--- src/rtl/wave_capture.sv ---
// -----------------------------------------------------------------------------
// wave_capture
//
// Purpose:
//   Captures one triggered window of audio into a double-buffered sample RAM
//   for a waveform display. The block waits for a positive zero crossing
//   (negative sample followed by a non-negative one). It then writes 256
//   offset-binary bytes into the RAM half that the display is not reading.
//   When the buffer is full, it waits for the display to go idle, swaps the
//   halves and re-arms.
//
// Ports:
//   clk                i   1   system clock, rising edge
//   reset              i   1   asynchronous, active-low reset
//   new_sample_ready   i   1   strobe: new_sample_in is valid this cycle
//   new_sample_in      i  16   two's-complement audio sample
//   wave_display_idle  i   1   high while the display is not scanning the wave
//   write_address      o   9   sample RAM write address {half, index}
//   write_enable       o   1   sample RAM write strobe (one cycle per write)
//   write_sample       o   8   offset-binary sample byte
//   read_index         o   1   RAM half currently owned by the display
//
// Configuration:
//   WAVE_CAPTURE_DECIMATE_EN  when defined, only the 1st, 3rd, 5th, ...
//                             accepted sample of a capture is written, so one
//                             buffer spans 512 input samples.
// -----------------------------------------------------------------------------
module wave_capture (
  input  logic        clk,
  input  logic        reset,
  input  logic        new_sample_ready,
  input  logic [15:0] new_sample_in,
  input  logic        wave_display_idle,
  output logic [8:0]  write_address,
  output logic        write_enable,
  output logic [7:0]  write_sample,
  output logic        read_index
);

  localparam logic [1:0] ST_ARMED  = 2'd0;
  localparam logic [1:0] ST_ACTIVE = 2'd1;
  localparam logic [1:0] ST_WAIT   = 2'd2;

  logic [1:0]  r_state;
  logic [7:0]  r_count;
  logic [15:0] r_prev_sample;
  logic        r_idle_q;
  logic        r_read_index;
  logic        r_write_enable;
  logic [8:0]  r_write_address;
  logic [7:0]  r_write_sample;

  logic        w_crossing;
  logic        w_idle_rise;
  logic        w_keep;
  logic        w_write;

  // Positive zero crossing: previous sample negative, current one not.
  assign w_crossing  = new_sample_ready & r_prev_sample[15] & ~new_sample_in[15];
  assign w_idle_rise = wave_display_idle & ~r_idle_q;

`ifdef WAVE_CAPTURE_DECIMATE_EN
  // r_skip is low for the 1st, 3rd, 5th ... accepted sample of a capture.
  logic r_skip;

  always_ff @(posedge clk or negedge reset) begin
    if (!reset) begin
      r_skip <= 1'b0;
    end else if (r_state == ST_ARMED) begin
      r_skip <= 1'b0;
    end else if ((r_state == ST_ACTIVE) && new_sample_ready) begin
      r_skip <= ~r_skip;
    end
  end

  assign w_keep = ~r_skip;
`else
  assign w_keep = 1'b1;
`endif

  assign w_write = (r_state == ST_ACTIVE) & new_sample_ready & w_keep;

  // NOTE: every register below is updated with non-blocking assignments, so
  // all right-hand sides see the pre-edge values regardless of statement order.
  always_ff @(posedge clk or negedge reset) begin
    if (!reset) begin
      r_state         <= ST_ARMED;
      r_count         <= 8'd0;
      r_prev_sample   <= 16'd0;
      r_idle_q        <= 1'b0;
      r_read_index    <= 1'b0;
      r_write_enable  <= 1'b0;
      r_write_address <= 9'd0;
      r_write_sample  <= 8'd0;
    end else begin
      r_write_enable <= w_write;
      r_idle_q       <= wave_display_idle;

      if (new_sample_ready) begin
        r_prev_sample <= new_sample_in;
      end

      // Address and data only move on a write and hold otherwise.
      if (w_write) begin
        r_write_address <= {~r_read_index, r_count};
        r_write_sample  <= {~new_sample_in[15], new_sample_in[14:8]};
        r_count         <= r_count + 8'd1;
      end

      case (r_state)
        ST_ARMED: begin
          // A crossing wins over anything else; the crossing sample itself
          // is not stored.
          if (w_crossing) begin
            r_state <= ST_ACTIVE;
            r_count <= 8'd0;
          end
        end
        ST_ACTIVE: begin
          // The 256th write fills the buffer; the count wraps to zero but no
          // further write happens because the state leaves ACTIVE.
          if (w_write && (r_count == 8'd255)) begin
            r_state <= ST_WAIT;
          end
        end
        ST_WAIT: begin
          if (w_idle_rise) begin
            r_read_index <= ~r_read_index;
            r_state      <= ST_ARMED;
          end
        end
        default: begin
          r_state <= ST_ARMED;
        end
      endcase
    end
  end

  assign write_address = r_write_address;
  assign write_enable  = r_write_enable;
  assign write_sample  = r_write_sample;
  assign read_index    = r_read_index;

endmodule

--- config.mk ---
export PLATFORM = sky130hd
export DESIGN_NAME = wave_capture
export DESIGN_NICKNAME = d
export VERILOG_FILES = /design/src/rtl/wave_capture.sv
export SDC_FILE = /design/constraint.sdc
export NUM_CORES = 1
export LEC_CHECK = 0
export CAP_MARGIN = 20
export CORE_ASPECT_RATIO = 0.9
export CORE_UTILIZATION = 34
export DETAILED_ROUTE_END_ITERATION = 8
export GPL_ROUTABILITY_DRIVEN = 0
export PLACE_DENSITY = 0.75
export SLEW_MARGIN = 10
export SYNTH_ARGS = -nofsm -noshare
export SYNTH_HDL_FRONTEND = slang
export SYNTH_SLANG_ARGS = --single-unit
--- constraint.sdc ---
create_clock -name clk -period 1.3 [get_ports clk]
set_input_delay 0.26 -clock clk [delete_from_list [all_inputs] [get_ports clk]]
set_output_delay 0.26 -clock clk [all_outputs]
set_load 0.1 [all_outputs]
Yosys cells after proc, flatten, opt, wreduce, memory -nomap -nowiden
Cells that the tools add are included.
{"block": "word_totals", "ff_bits": 46, "output_inout_bits": 19, "elab_cells": 33}
{"block": "classes", "n_addsub": 1, "n_eq_ne": 6, "n_mux": 7, "bitwise": 7, "n_reduce_logical": 4}
{"cell": "$mux 8", "count": 3}
{"cell": "$add 8x1->8 const B", "count": 1}
{"cell": "$eq 8x8->1 const B", "count": 1}
{"cell": "$mux 2", "count": 3}
{"cell": "$pmux 2 s3", "count": 1}
{"cell": "$and 1x1->1", "count": 4}
{"cell": "$ne 2x2->1 const B", "count": 2}
{"cell": "$not 1->1", "count": 3}
{"cell": "$reduce_and 3->1", "count": 1}
{"cell": "$eq 2x1->1 const B", "count": 1}
{"cell": "$eq 2x2->1 const B", "count": 1}
{"cell": "$logic_not 2->1", "count": 1}
{"cell": "$ne 2x1->1 const B", "count": 1}
{"cell": "$reduce_and 2->1", "count": 1}
{"cell": "$logic_and 1x1->1", "count": 1}

Logic depth before layout (Yosys ltp)
Gate-level depths: netlist of the first run.
{"block": "logic_depth", "word_depth": 5, "depth_mapped": 6, "depth_no_buf": 4}

Least setup slack after synthesis of the first run
No wires, ideal clock.
{"block": "synth_timing", "kind": "flip-flop to flip-flop", "from": "reg r_state[1]", "to": "reg r_count[5]", "setup_time_ns": 0.077, "arrival_ns": 1.205, "required_ns": 1.223, "slack_ns": 0.017, "stages_incl_launch_ff": 4, "synth_period_minus_slack_ns": 1.283, "cell_sequence": "dfrtp_1 -> nand3b_4 -> or4_1 -> a21oi_1"}
{"block": "synth_via", "elab_chain_len": 5}
{"item": "from (decl)", "line_no": "44", "rtl": "logic [1:0] r_state;"}
{"item": "from (signal assigned)", "line_no": "87", "rtl": "r_state <= ST_ARMED;"}
{"item": "from (signal assigned)", "line_no": "115", "rtl": "r_state <= ST_ACTIVE;"}
{"item": "from (signal assigned)", "line_no": "123", "rtl": "r_state <= ST_WAIT;"}
{"item": "$eq 2x1->1", "line_no": "81", "rtl": "assign w_write = (r_state == ST_ACTIVE) & new_sample_ready & w_keep;"}
{"item": "$and 1x1->1", "line_no": "81"}
{"item": "$mux 8", "line_no": "104", "rtl": "if (w_write) begin"}
{"item": "$mux 8", "line_no": "114", "rtl": "if (w_crossing) begin"}
{"item": "$mux 8 (*)", "line_no": "110", "rtl": "case (r_state)"}
{"item": "to (signal assigned)", "line_no": "107", "rtl": "r_count <= r_count + 8'd1;"}
{"item": "to (decl)", "line_no": "45", "rtl": "logic [7:0] r_count;"}
Every way passes the cells marked *; elsewhere a longest branch is shown, timed or not.
A chain may end at the register's enable or synchronous reset.

Worst setup path in the final report of the first run
{"block": "layout_timing", "from": "reg r_count[4]", "to": "reg r_state[1]"}
{"block": "layout_via", "elab_chain_len": 4}
{"item": "$eq 8x8->1", "line_no": "122", "rtl": "if (w_write && (r_count == 8'd255)) begin"}
{"item": "$logic_and 1x1->1", "line_no": "122"}
{"item": "$ne 2x1->1 (no line)"}
{"item": "$reduce_and 3->1 (no line)"}
{"item": "to (signal assigned)", "line_no": "123"}
{"item": "to (signal assigned)", "line_no": "129", "rtl": "r_state <= ST_ARMED;"}
{"item": "to (signal assigned)", "line_no": "133", "rtl": "r_state <= ST_ARMED;"}
Every way passes these cells.

==> out/results.ini, run 1 <==
[status]
status = complete, but fails checks
violations = negative setup slack

[route]
via_count = 1120
viasPerCell = 4.934
drc = 0
drt_iter0_markers = 44
routedWlPerCell_um = 13.76
wl_mm = 3.124
antenna_left = 0
first_pass_iters = 4

[power]
ir_drop_v = 0.0008156
p_leak_nw = 0.9851
p_per_area_nw_per_um2 = 1919

[global_routing]
antenna_found_initial = 0
grt_pass1_wl_mm = 5.161
grt_use_total_pct = 17.75
grt_max_degree = 32
overflow = 0
grt_pass1_vias = 1182

[critical_path]
start_kind = flop
cp.arrival_ns = 1.58
cp_max_fo = 5
worstSetupPathType = flop to flop
required_ns = 1.50
critPathCaptureType = flop

[sta]
worst_pin_slew_ns = 0.2790
layout_setup_ws_ns = -0.08415
fin_crit_sh_pct = 106.5
setup_violations = 5
max_slew_margin_pct = 81.35
fin_worst_skew_ns = 0.001903
slew_violations = 0
rsz0062_at_grt = yes
max_freq_mhz = 722.5
fin_crit_ns = 1.384
hold_viol = 0

[floorplan]
rows = 20
start_util_pct = 36.65
dieArea_sq_um = 3999
core_area_sq_um = 3478
die_h_um = 60.10
die_w_um = 66.55
io_pins = 39

[clock_network]
clk_pin_slew_worst_paths_ns = 0.06
cts_tree = done
worstSkewPairLatency_ns = 0.28
cts_buffers = 5
cts_buffer_depth = 2
cts_root_buf = clkbuf_8
ctsHtreeMaxLevel = 2
clock_sinks = 31
ctsHoldBuffers = 0

[yosys]
synth_area_sq_um = 1275
synthTopCellsByArea = dfrtp_1, nand2_1, o21ai_0, a21oi_1, mux2i_1
synth_flop_cell = dfrtp_1
async_reset_ff_share_pct = 100.0
synth.avg_cell_area_sq_um = 9.961
netlist.area_leader.share_pct = 60.84
seq_area_frac_synth_pct = 60.84
syn-instance-count = 128
synth-seq-cells = 31
synth.net_count = 149
synth_top_area_cell = dfrtp_1
yosysWarningCount = 0
synth.most_common_cell = nand2_1
yosysUniqueCellTypes = 29
synth_edf_count = 0
synth_commonest_cells = nand2_1, dfrtp_1, o21ai_0, a21oi_1

[final_layout]
ff_latch_area_sq_um = 777.0
fin_area_sq_um = 2117
antenna_cells = 0
nFillCells = 277
area_growth_syn_to_layout_pct = 66.05
final_core_util_pct = 60.86
multi_input_area_sq_um = 494.2
drive_above_1_share_pct = 30.60
fin_nets = 203

[placement]
port_buffers = 30
hpwl_mm = 2.169
dpl_cell_area_sq_um = 1933

[run]
cap_viol_max_count = 0

[worst_hold_path]
worstHoldPathType = input pin to async pin

[repair_timing]
item / 4_1_cts / 5_1_grt
gates cloned: 0 / 0
pin swaps: 2 / 3
setup buffers: 0 / 5
endpoints found under the setup margin: 22 / 20
gates resized for setup: 5 / 9
[critical path, stage by stage, from the launching register on]
cell and delay, ns:
dfrtp_1 0.42, nand4_1 0.27, or4_1 0.49, o21ai_1 0.12
[state kept, by name, summed over array words and instances, names as in the netlist]
signal / cells
write_sample: 8
r_count: 8
write_address: 9
r_idle_q: 1
r_state: 2
read_index: 1
write_enable: 1
r_prev_sample: 1
[metal layers]
metal | track usage, % | wire length [um] | share of wire [%]
met1 | 19.98 | 1251 | 40
met2 | 29.73 | 1599 | 51
met3 | 6.107 | 213 | 6.8
met4 | 9.422 | 60 | 1.9
met5 | 0 | 0 | 0
[worst paths after layout]
| path | start | end | slack [ns] | depth (start not counted) |
|---|---|---|---|---|
| hold reg to reg | r_prev_sample[15] | r_prev_sample[15] | 0.51 | 1 |
| min in group clk | wave_display_idle | r_idle_q | 0.46 | 1 |
| hold / removal | reset | read_index | 0.36 | 2 |
| setup / recovery | r_count[4] | r_state[1] | -0.08 | 3 |
| setup reg to reg | r_count[4] | r_state[1] | -0.08 | 3 |
| max in group asynchronous | reset | r_state[0] | 0.77 | 2 |
[placed cells by master (no fill, tap or decap), types with 2 or more instances in the layout]
cell type and n:
nand2_1 47, mux2i_1 2, a21oi_1 4, buf_6 2, inv_1 3, or3_1 2, xnor2_1 2, clkbuf_8 7
clkdlybuf4s50_1 10, dfrtp_1 30, nor2_1 3, buf_4 17, buf_12 20, nand3_1 2, o21ai_0 9
[final cells by class]
cell class,count,area share (%)
Clock buffer,8,4.728
Tap cell,44,2.600
Sequential cell,31,36.70
Inverter,4,0.7683
Timing Repair Buffer,51,31.86
Multi-Input combinational cell,89,23.35
[report_power, final]
group	leakage (nW)	switching, mW	total, mW	internal (mW)
combinational	0.550	1.15	1.86	0.710
clock	0.0515	0.337	0.819	0.482
sequential	0.384	0.214	1.38	1.17
total	0.985	1.70	4.06	2.36
[logic make-up (layout without fill, tap and decap cells)]
logic type	Yosys count	count (layout)	share of synthesized area, %
AO/OA/AOI/OAI	17	17	7.165
XOR/XNOR	3	3	2.061
adder cells (fa/ha/maj)	1	1	0.9812
buffers and inverters	8	63	2.748
flip-flops	31	31	60.84
multiplexers	3	3	2.453
AND/OR/NAND/NOR	65	65	23.75
[per-stage QoR]
step           setup TNS, ns  worst slack [ns]  instances  power, mW  hold WS (ns)
2_1_floorplan              0           0.01733        128      2.366      -0.03559
3_3_place_gp          -7.375           -0.3386        214      3.089        0.4916
3_5_place_dp          -8.367           -0.4064        214      3.159        0.5074
4_1_cts             -0.04103          -0.02332        222      3.983        0.3558
5_1_grt              -0.6863           -0.1652        227      4.218        0.3747
6_report             -0.2215          -0.08415        227      4.062        0.3561
No activity file was read; power rests on OpenSTA's default activity.
==> inputs of run 2 (changes only) <==
Settings changed: PLACE_DENSITY 0.75 to default.
==> run 2 against run 1 <==
The flow still finishes with violations (negative setup slack); highest routed layer unchanged; power up 4.3%; routed wire length down 6.4%; hold slack worse by 0.028 ns.
==> out/results.ini, run 2 (synthesis results as in run 1) <==
[power]
seq_power_share_pct = 32.3
p_leak_nw = 0.9837
power_frac_clock_pct = 23.0
internal_power_mw = 2.531
power_frac_comb_pct = 44.7
p_switching_mw = 1.706
ir_drop_v = 0.0009477
p_total_mw = 4.237
p_per_area_nw_per_um2 = 1998
power.share.switching_pct = 40.27

[clock_network]
worstSkewPairLatency_ns = 0.28
ctsHtreeMaxLevel = 2
clk_pin_slew_worst_paths_ns = 0.07
cts_tree = done
cts_buffers = 5
cts_buffer_depth = 2
clock_sinks = 31
cts_root_buf = clkbuf_8

[global_routing]
grt_pass1_wl_mm = 4.926
grt_pass1_vias = 1071
grt_max_degree = 32
grt_use_total_pct = 16.80
antenna_found_initial = 0
overflow = 0

[placement]
hpwl_mm = 2.008
dpl_cell_area_sq_um = 1926
port_buffers = 30

[route]
viasPerCell = 4.720
wl_met3_um = 171
met1_length_mm = 1.271
via_count = 1062
dr_wl_met2_mm = 1.449
drt_iter0_markers = 27
routedWlPerCell_um = 13.00
wl_mm = 2.924
drc = 0
routed.top_layer = met4
first_pass_iters = 4
antenna_left = 0

[floorplan]
die_w_um = 66.55
start_util_pct = 36.65
die_h_um = 60.10
rows = 20
io_pins = 39
dieArea_sq_um = 3999
core_area_sq_um = 3478

[sta]
rsz0062_at_grt = yes
worst_hold_slack_ns = 0.3283
worst_pin_slew_ns = 0.3039
fin_crit_sh_pct = 100.3
setup_violations = 1
fin_crit_ns = 1.304
layout_setup_ws_ns = -0.004032
setup-tns-final_ns = -0.004032
max_freq_mhz = 766.9
hold_viol = 0
fin_worst_skew_ns = 0.004831
max_slew_margin_pct = 79.57
slew_violations = 0

[final_layout]
fin_nets = 201
antenna_cells = 0
final_core_util_pct = 60.97
drive_above_1_share_pct = 32.60
area_growth_syn_to_layout_pct = 66.34
mostFrequentLayoutCell = nand2_1
mostFrequentLayoutCells = nand2_1, dfrtp_1, buf_12
fin_area_sq_um = 2121
largest_reg_flops = 9

[critical_path]
cpPeakStageDelay_ns = 0.40
rr_worst_depth = 4
critPathCaptureType = flop
required_ns = 1.51
cp.arrival_ns = 1.52
crit_chain = ha_2 -> nand4b_1 -> or3_1 -> a21oi_2
crit_slowest_cell = or3_1
cp_max_fo = 3
worstSetupPathType = flop to flop
start_kind = flop

[run]
cap_viol_max_count = 0

[worst_hold_path]
worstHoldPathType = input pin to async pin

[status]
status = complete, but fails checks
violations = negative setup slack

-- run 2: area by class of cell --
type | instances | area [sq um]
Tap cell | 44 | 55.05
Multi-Input combinational cell | 89 | 511.7
Clock buffer | 6 | 82.58
Fill cell | 291 | 1358
Timing Repair Buffer | 49 | 644.4
Inverter | 4 | 15.01
Sequential cell | 31 | 777.0
Clock inverter | 2 | 35.03
-- run 2: path summary, 6_finish.rpt --
check	from	endpoint	slack, ns
max	r_count[1]	r_count[4]	-0.004
min	reset	write_address[3]	0.33
max reg2reg	r_count[1]	r_count[4]	-0.004
min reg2reg	r_prev_sample[15]	r_prev_sample[15]	0.53
max in group asynchronous	reset	r_state[0]	0.79
min in group clk	wave_display_idle	r_idle_q	0.45
-- run 2: worst max-delay path, delay by kind of cell (launching register included) --
family / cells / cell delay [ns]
AOI/OAI and AO/OA: 1 / 0.15
adders and majority gates: 1 / 0.20
DFF: 1 / 0.36
and+or+nand+nor: 2 / 0.53
-- run 2: stage by stage --
stage | setup WS [ns] | instances
2_1_floorplan | 0.01733 | 128
3_3_place_gp | -0.3202 | 213
3_5_place_dp | -0.3624 | 213
4_1_cts | 0.006644 | 224
5_1_grt | -0.09440 | 225
6_report | -0.004032 | 225
-- run 2: routing by layer --
metal,vias up,global-route usage [%]
met4,0,8.207
met5,-,0
met1,495,21.26
li1,532,-
met3,4,4.580
met2,31,26.55
-- run 2: power by group through the flow --
stage               registers [mW]  clock network [mW]  logic (mW)
CTS                           1.36               0.998        1.82
detailed placement            1.39                   0        1.75
floorplan                     2.07                   0       0.298
global route                  1.40                1.02        2.01
global placement              1.38                   0        1.72
finish                        1.37               0.974        1.89
-- run 2: what timing repair did --
action	4_1_cts	5_1_grt
gates cloned	0	0
hold endpoints to repair	0	0
gates resized for setup	3	11
hold buffers	0	0
setup buffers	3	1
endpoints found under the setup margin	6	20
pin swaps	4	1
